--- src/rtl/fwd_hazard_ctrl_if.sv ---
// Decode-side request and EX-side forwarding response bundle for fwd_hazard_ctrl.
// The master side drives decode info; the slave (the controller) returns the selects and the stall.
interface fwd_hazard_ctrl_if #(parameter int REG_ADDR_W = 5);
  logic                  ID_VALID;
  logic [REG_ADDR_W-1:0] ID_RS;
  logic [REG_ADDR_W-1:0] ID_RT;
  logic                  ID_USE_RS;
  logic                  ID_USE_RT;
  logic [REG_ADDR_W-1:0] ID_DST;
  logic                  ID_REG_WRITE;
  logic                  ID_MEM_READ;
  logic                  FLUSH_ID;
  logic                  FREEZE;
  logic                  LOAD_USE_STALL;
  logic [1:0]            FWD_A_SEL;
  logic [1:0]            FWD_B_SEL;
  logic                  EX_VALID;

  modport master (
    output ID_VALID, ID_RS, ID_RT, ID_USE_RS, ID_USE_RT, ID_DST,
           ID_REG_WRITE, ID_MEM_READ, FLUSH_ID, FREEZE,
    input  LOAD_USE_STALL, FWD_A_SEL, FWD_B_SEL, EX_VALID
  );

  modport slave (
    input  ID_VALID, ID_RS, ID_RT, ID_USE_RS, ID_USE_RT, ID_DST,
           ID_REG_WRITE, ID_MEM_READ, FLUSH_ID, FREEZE,
    output LOAD_USE_STALL, FWD_A_SEL, FWD_B_SEL, EX_VALID
  );
endinterface

--- src/rtl/fwd_hazard_ctrl.sv ---
// Forwarding / load-use hazard controller: shadows EX/MEM/WB destinations and emits EX-aligned mux selects.
// Define RF_BYPASS_EN to add a RET shadow stage and the 11 retired-result bypass select.
module fwd_hazard_ctrl #(
  parameter int REG_ADDR_W = 5,
  parameter int ZERO_REG   = 0
) (
  input logic CLK,
  input logic RST,
  fwd_hazard_ctrl_if.slave bus
);
  typedef logic [REG_ADDR_W-1:0] reg_t;
  typedef struct packed {
    logic valid;
    reg_t dst;
    logic reg_write;
    logic mem_read;
  } stage_t;

  localparam reg_t   ZERO   = reg_t'(ZERO_REG);
  localparam stage_t BUBBLE = '0;

  stage_t     ex_q, mem_q, wb_q;
  logic [1:0] fwd_a_q, fwd_b_q;
  logic [1:0] sel_a, sel_b;
  logic       hazard, take;
  stage_t     id_info;

  function automatic logic writes(stage_t s, reg_t r);
    return s.valid && s.reg_write && (s.dst == r) && (s.dst != ZERO);
  endfunction

  // EX holds the instruction that will be in MEM when the consumer reaches EX, hence 10;
  // a load there cannot forward yet and is handled by the stall instead.
  function automatic logic [1:0] pick(logic used, reg_t r, stage_t ex, stage_t mem);
    logic [1:0] sel;
    sel = 2'b00;
    if (used) begin
      if (writes(ex, r) && !ex.mem_read) sel = 2'b10;
      else if (writes(mem, r))           sel = 2'b01;
    end
    return sel;
  endfunction

  always_comb begin
    hazard = bus.ID_VALID && !bus.FLUSH_ID && ex_q.mem_read &&
             ((bus.ID_USE_RS && writes(ex_q, bus.ID_RS)) ||
              (bus.ID_USE_RT && writes(ex_q, bus.ID_RT)));
    take   = bus.ID_VALID && !bus.FLUSH_ID && !hazard;
    sel_a  = pick(bus.ID_USE_RS, bus.ID_RS, ex_q, mem_q);
    sel_b  = pick(bus.ID_USE_RT, bus.ID_RT, ex_q, mem_q);
`ifdef RF_BYPASS_EN
    // Value retiring now is gone from the WB mux by the time the consumer reaches EX.
    if (bus.ID_USE_RS && sel_a == 2'b00 && writes(wb_q, bus.ID_RS)) sel_a = 2'b11;
    if (bus.ID_USE_RT && sel_b == 2'b00 && writes(wb_q, bus.ID_RT)) sel_b = 2'b11;
`endif
    id_info = '{valid: 1'b1, dst: bus.ID_DST, reg_write: bus.ID_REG_WRITE,
                mem_read: bus.ID_MEM_READ};
  end

`ifdef RF_BYPASS_EN
  stage_t ret_q;
  logic   unused_ret;
  assign unused_ret = ^ret_q;

  always_ff @(posedge CLK or posedge RST) begin
    if (RST)             ret_q <= BUBBLE;
    else if (!bus.FREEZE) ret_q <= wb_q;
  end
`else
  logic unused_wb;
  assign unused_wb = ^wb_q;
`endif

  always_ff @(posedge CLK or posedge RST) begin
    if (RST) begin
      ex_q    <= BUBBLE;
      mem_q   <= BUBBLE;
      wb_q    <= BUBBLE;
      fwd_a_q <= 2'b00;
      fwd_b_q <= 2'b00;
    end else if (!bus.FREEZE) begin
      wb_q  <= mem_q;
      mem_q <= ex_q;
      if (take) begin
        ex_q    <= id_info;
        fwd_a_q <= sel_a;
        fwd_b_q <= sel_b;
      end else begin
        ex_q    <= BUBBLE;
        fwd_a_q <= 2'b00;
        fwd_b_q <= 2'b00;
      end
    end
  end

  assign bus.LOAD_USE_STALL = hazard;
  assign bus.FWD_A_SEL      = fwd_a_q;
  assign bus.FWD_B_SEL      = fwd_b_q;
  assign bus.EX_VALID       = ex_q.valid;
endmodule
--- src/flat_wrapper.sv ---
// flat-port wrapper written by rule: the top's interface ports become plain ports
module fwd_hazard_ctrl_flat 
#(
  parameter int REG_ADDR_W = 5,
  parameter int ZERO_REG   = 0
)
  (CLK, RST, bus_ID_VALID, bus_ID_RS, bus_ID_RT, bus_ID_USE_RS, bus_ID_USE_RT, bus_ID_DST, bus_ID_REG_WRITE, bus_ID_MEM_READ, bus_FLUSH_ID, bus_FREEZE, bus_LOAD_USE_STALL, bus_FWD_A_SEL, bus_FWD_B_SEL, bus_EX_VALID);
  fwd_hazard_ctrl_if #(.REG_ADDR_W(REG_ADDR_W)) bus_i ();
  input logic CLK;
  input logic RST;
  input wire logic [$bits(bus_i.ID_VALID)-1:0] bus_ID_VALID;
  input wire logic [$bits(bus_i.ID_RS)-1:0] bus_ID_RS;
  input wire logic [$bits(bus_i.ID_RT)-1:0] bus_ID_RT;
  input wire logic [$bits(bus_i.ID_USE_RS)-1:0] bus_ID_USE_RS;
  input wire logic [$bits(bus_i.ID_USE_RT)-1:0] bus_ID_USE_RT;
  input wire logic [$bits(bus_i.ID_DST)-1:0] bus_ID_DST;
  input wire logic [$bits(bus_i.ID_REG_WRITE)-1:0] bus_ID_REG_WRITE;
  input wire logic [$bits(bus_i.ID_MEM_READ)-1:0] bus_ID_MEM_READ;
  input wire logic [$bits(bus_i.FLUSH_ID)-1:0] bus_FLUSH_ID;
  input wire logic [$bits(bus_i.FREEZE)-1:0] bus_FREEZE;
  output wire logic [$bits(bus_i.LOAD_USE_STALL)-1:0] bus_LOAD_USE_STALL;
  output wire logic [$bits(bus_i.FWD_A_SEL)-1:0] bus_FWD_A_SEL;
  output wire logic [$bits(bus_i.FWD_B_SEL)-1:0] bus_FWD_B_SEL;
  output wire logic [$bits(bus_i.EX_VALID)-1:0] bus_EX_VALID;
  assign bus_i.ID_VALID = bus_ID_VALID;
  assign bus_i.ID_RS = bus_ID_RS;
  assign bus_i.ID_RT = bus_ID_RT;
  assign bus_i.ID_USE_RS = bus_ID_USE_RS;
  assign bus_i.ID_USE_RT = bus_ID_USE_RT;
  assign bus_i.ID_DST = bus_ID_DST;
  assign bus_i.ID_REG_WRITE = bus_ID_REG_WRITE;
  assign bus_i.ID_MEM_READ = bus_ID_MEM_READ;
  assign bus_i.FLUSH_ID = bus_FLUSH_ID;
  assign bus_i.FREEZE = bus_FREEZE;
  assign bus_LOAD_USE_STALL = bus_i.LOAD_USE_STALL;
  assign bus_FWD_A_SEL = bus_i.FWD_A_SEL;
  assign bus_FWD_B_SEL = bus_i.FWD_B_SEL;
  assign bus_EX_VALID = bus_i.EX_VALID;
  fwd_hazard_ctrl #(.REG_ADDR_W(REG_ADDR_W), .ZERO_REG(ZERO_REG)) u_core (.CLK(CLK), .RST(RST), .bus(bus_i));
endmodule
--- config.mk ---
export PLATFORM = sky130hd
export DESIGN_NAME = fwd_hazard_ctrl_flat
export DESIGN_NICKNAME = d
export VERILOG_FILES = /design/src/rtl/fwd_hazard_ctrl_if.sv /design/src/rtl/fwd_hazard_ctrl.sv /design/src/flat_wrapper.sv
export SDC_FILE = /design/constraint.sdc
export NUM_CORES = 1
export LEC_CHECK = 0
export CORE_MARGIN = 8
export CORE_UTILIZATION = 42
export DETAILED_ROUTE_END_ITERATION = 10
export GPL_TIMING_DRIVEN = 0
export PLACE_DENSITY = 0.79
export SYNTH_ARGS = -nofsm -noshare
export SYNTH_HDL_FRONTEND = slang
export SYNTH_SLANG_ARGS = --single-unit
--- constraint.sdc ---
create_clock -name CLK -period 1.75 [get_ports CLK]
set_input_delay 0.35 -clock CLK [delete_from_list [all_inputs] [get_ports CLK]]
set_output_delay 0.35 -clock CLK [all_outputs]
set_load 0.005 [all_outputs]
* Word level (Yosys, flattened, before mapping)
Index checks and enable logic that the tools add are counted.
** Storage, ports and cells
- Bits in registers :: 19
- Input port bits :: 24
- Output and inout bits :: 6
** Operators by class
- Equality and inequality tests :: 4
- Multiplexer cells :: 9
- Reductions and logical operators :: 24
** Operators with widths (count)
- 5-bit equality test :: 4
- 1-bit logical AND :: 18
- 2-bit two-way mux :: 6
- 5-bit nonzero test :: 2
- 8-bit two-way mux :: 1
- 1-bit zero test :: 3
- 1-bit two-way mux :: 2
- 1-bit logical OR :: 1

* Logic depth before layout (Yosys ltp)
- Word-level depth :: 9
- Depth in mapped cells :: 7

* Worst setup path after synthesis
Ideal clock, no wire load.
- Path type :: reg2out
- Start point :: register u_core.ex_q[2] (netlist name)
- End point :: output port bus_LOAD_USE_STALL
- Arrival time :: 1.397 ns
- Data required time :: 1.400 ns
- Setup slack :: 0.003 ns
- Cell stages (with the launch flop) :: 6
- Path buffers :: 1
- Cells stage by stage :: dfrtp_1 > or3_4 > o311a_1 > o211ai_2 > buf_6 > nor2_1
** Between the ends
- Cells in the longest elaborated chain, start to end :: 6
- Elaborated cells on any way between the ends :: 11
- Those cells by class :: eq/ne (2); reduce/logical (9)
** Ends and longest elaborated chain
- from (decl) :: RTL line fwd_hazard_ctrl.sv:22 : stage_t ex_q, mem_q, wb_q;
- from (signal assigned) :: RTL line fwd_hazard_ctrl.sv:85 : ex_q <= id_info;
- 5-bit equality test :: RTL line fwd_hazard_ctrl.sv:29 : return s.valid && s.reg_write && (s.dst == r) && (s.dst != ZERO);
- 1-bit logical AND (2 in a row) :: RTL line fwd_hazard_ctrl.sv:29
- 1-bit logical AND (on tied branches) :: RTL line fwd_hazard_ctrl.sv:46, fwd_hazard_ctrl.sv:47
- 1-bit logical OR * :: RTL line fwd_hazard_ctrl.sv:46 : ((bus.ID_USE_RS && writes(ex_q, bus.ID_RS)) ||
- 1-bit logical AND * :: RTL line fwd_hazard_ctrl.sv:45 : hazard = bus.ID_VALID && !bus.FLUSH_ID && ex_q.mem_read &&
- to (decl) :: RTL line flat_wrapper.sv:21 : output wire logic [$bits(bus_i.LOAD_USE_STALL)-1:0] bus_LOAD_USE_STALL;
Mark *: on every way between the ends. The rest lies on a longest branch, timed or not.

* Worst setup path after layout
- Start point :: register u_core.ex_q[3] (netlist name)
- End point :: output port bus_LOAD_USE_STALL
Same word-level chain as after synthesis.

==> flow_summary_export.csv <==
group,metric,value,unit
run_status,status,"complete, but fails checks",
run_status,violations,"negative setup slack",
synth,synthTopCellsByArea,"dfrtp_1, xnor2_1, xor2_1",
pwr,p_int,667,µW
sta,maxSlewHeadroom,50.7,%
layout,layout.nets,157,
synth,ys_seq_elements,19,
sta,holdWs,454,ps
pwr,ir_worst_vdd,0.567,mV
pwr,p_sw_share,27.3,%
synth,syn_avg_cell_area,11.7,µm²
layout,drive_above_1_share,25.0,%
cts,cts_tree,"yes",
pwr,combPwrFrac,21.4,%
route,routed_via_density,5.65,
cts,cts_max_level,1,
setup_path,critical_path_class,"reg -> out",
synth,synthCells,92,
pwr,power.density,608,mW/mm²
placement,gp_congestion,0.791,
cts,root_buffer,"clkbuf_4",
route,finalWirelength,2940,µm
cts,clockBufferDepth,2,
cts,clk_pin_slew,110,ps
sta,finalHoldViolCount,0,
pwr,pwr-share-clk,24.6,%
floorplan,start_util,44.0,%
placement,place_inst,151,
synth,syn_area,0.00108,mm²
setup_path,rr_startpoint,"u_core.ex_q[6]",
placement,hpwlAfterDp,2140,µm
route,vias,916,
setup_path,required,1400,ps
job,max_cap_violations,0,
synth,synth_area_leader_cell,"dfrtp_1",
sta,fin_crit,2190,ps
cts,hold_buffers,0,
grt,grt_pass1_vias,980,
grt,grt_use_total,13.6,%
min_path,min_path_type,"in -> async",
floorplan,die_h,66.7,µm
sta,slew_viol_final,0,
route,wire_per_inst,18.2,µm
grt,grt_max_degree,20,
sta,setup_slack,-436,ps
layout,syn_to_final_growth,39.7,%
sta,fin_worst_skew,14.0,ps
floorplan,die_area,0.00445,mm²
grt,antenna_found_initial,0,
setup_path,arrival,1840,ps
floorplan,core_area,0.00245,mm²
sta,fin_setup_tns,-1550,ps
cts,clock_latency,310,ps
route,remaining_drc_errors,0,
pwr,p_seq_share,53.9,%
grt,grt_busiest_layer,"met2",
sta,worstMarginPinSlew,738,ps
grt,gr-usage-met2,24.1,%
grt,grtUsageMet3,3.02,%
grt,grt_pass1_wl,4600,µm
sta,fmax,457,MHz
sta,setup_viol,10,
layout,final_cells,162,
route,drtIter0Drc,23,
floorplan,die_w,66.7,µm
floorplan,placementRows,18,
layout,fillers,217,
sta,period_share,125,%
layout,num_antenna_cells,0,
synth,synth.net_count,116,
setup_path,end_kind,"primary output",
sta,grt_setup_unrepaired,"yes",
cts,cts_sinks,19,
synth,ys_warn_count,0,
synth,netlist.area_leader.share,44.0,%
floorplan,pin_count,30,
placement,portBuffers,29,
route,drtPass1Iterations,4,
synth,yosysUniqueCellTypes,29,
setup_path,cp_max_fo,5,
synth,yosysSeqAreaShare,44.0,%
grt,grt_use_met1,15.0,%
pwr,p_leak,0.000659,µW
pwr,p_sw,250,µW
grt,grt.overflow.total,0,
cts,numCtsBuffers,3,
setup_path,start_kind,"flop",
setup_path,startpoint,"u_core.ex_q[3]",
route,final_antenna_net_count,0,
-- worst max-delay path, cell delays in order, from the launching register on --
cell and delay (ps):
dfrtp_2 460, or3_4 400, o311a_1 310, o211ai_2 90, buf_6 130, nor2_1 30, buf_2 130
-- worst paths after layout --
check | cells past startpoint | slack, ps | to
worst min register to register | 2 | 500 | u_core.bus.FWD_B_SEL[1]
worst max register to register | 8 | -140 | u_core.ex_q[5]
worst min-delay path | 2 | 450 | u_core.ex_q[1]
min in group CLK | 2 | 500 | u_core.bus.FWD_B_SEL[1]
max in group asynchronous | 2 | 770 | u_core.ex_q[3]
worst max-delay path | 6 | -440 | bus_LOAD_USE_STALL
-- cells in the mapped netlist --
cell type and n:
dfrtp_1 19, xnor2_1 10, xor2_1 10, a32o_1 7, mux2_2 7, nand2_1 4
nor2_1 4, a22o_1 3, nand3_1 2, nand4_1 2, nor3_1 2, nor3b_1 2
nor3b_2 2, nor4_1 2, o41ai_1 2, and3b_1 1, buf_1 1, buf_2 1
buf_6 1, clkbuf_1 1, clkbuf_2 1, inv_1 1, nand2b_1 1, o2111a_1 1
o211ai_2 1, o311a_1 1, o31ai_4 1, or3_4 1, or4_1 1
-- metal layers --
metal / up-vias / part of all wire [%]
li1: 427 / -
met1: 461 / 42
met2: 24 / 52
met3: 4 / 4.9
met4: 0 / 1.5
met5: - / 0
-- sequential cells by signal (all words and copies together), names as in the netlist --
register,cells
u_core.bus.FWD_A_SEL,2
u_core.ex_q,7
u_core.bus.FWD_B_SEL,2
u_core.mem_q,7
u_core.bus.EX_VALID,1
-- per-stage QoR --
| stage | util [%] | power [µW] | cell area (µm²) | worst slack (ps) |
|---|---|---|---|---|
| after floorplan | - | 597 | 1080 | 3.44 |
| after global placement | 57.3 | 680 | 1410 | -928 |
| after detailed placement | 57.3 | 688 | 1410 | -974 |
| after CTS | 60.6 | 916 | 1490 | -505 |
| after global routing | 61.5 | 955 | 1510 | -509 |
| final | 61.5 | 917 | 1510 | -436 |
-- power groups by stage --
| stage | Clock (µW) | Sequential [µW] | Combinational [µW] |
|---|---|---|---|
| global route | 244 | 498 | 213 |
| global placement | 0 | 497 | 183 |
| CTS | 225 | 494 | 197 |
| floorplan | 0 | 490 | 107 |
| finish | 226 | 495 | 197 |
| detailed placement | 0 | 499 | 190 |
-- cell families after synthesis --
group,count (synthesis),share of synthesized area (%)
compound gates,16,15.6
flops,19,44.0
simple gates,24,13.8
mux,7,7.30
xor+xnor,20,16.2
buf+inv,6,3.01
-- layout make-up --
| cell class | instances | area (µm²) | area share, % |
|---|---|---|---|
| Multi-Input combinational cell | 67 | 594 | 39.4 |
| Sequential cell | 19 | 480 | 31.8 |
| Timing Repair Buffer | 37 | 343 | 22.7 |
| Tap cell | 30 | 37.5 | 2.49 |
| Clock buffer | 4 | 26.3 | 1.74 |
| Buffer | 4 | 23.8 | 1.58 |
| Inverter | 1 | 3.75 | 0.249 |
-- cell usage in the layout, fill, tap and decap left out, types with 2 or more instances in the layout --
| cell type | count |
|---|---|
| clkdlybuf4s50_1 | 20 |
| dfrtp_1 | 15 |
| xor2_1 | 10 |
| dlygate4sd2_1 | 8 |
| mux2_2 | 7 |
| xnor2_1 | 7 |
| a32o_1 | 7 |
| buf_4 | 6 |
| nor2_1 | 4 |
| nand2_1 | 4 |
| dfrtp_2 | 4 |
| xnor2_2 | 3 |
| buf_6 | 3 |
| a22o_1 | 3 |
| clkbuf_4 | 3 |
| nand4_1 | 2 |
| nor3b_2 | 2 |
| clkbuf_1 | 2 |
| nor3_1 | 2 |
| nor4_1 | 2 |
| nand3_1 | 2 |
| nor3b_1 | 2 |
| o41ai_1 | 2 |
-- what timing repair did --
action | 4_1_cts | 5_1_grt
endpoints found under the setup margin | 10 | 11
setup buffers | 6 | 1
resized for setup | 19 | 3
pin swaps | 12 | 11
gates cloned | 0 | 1
(Power assumes the default switching activity.)
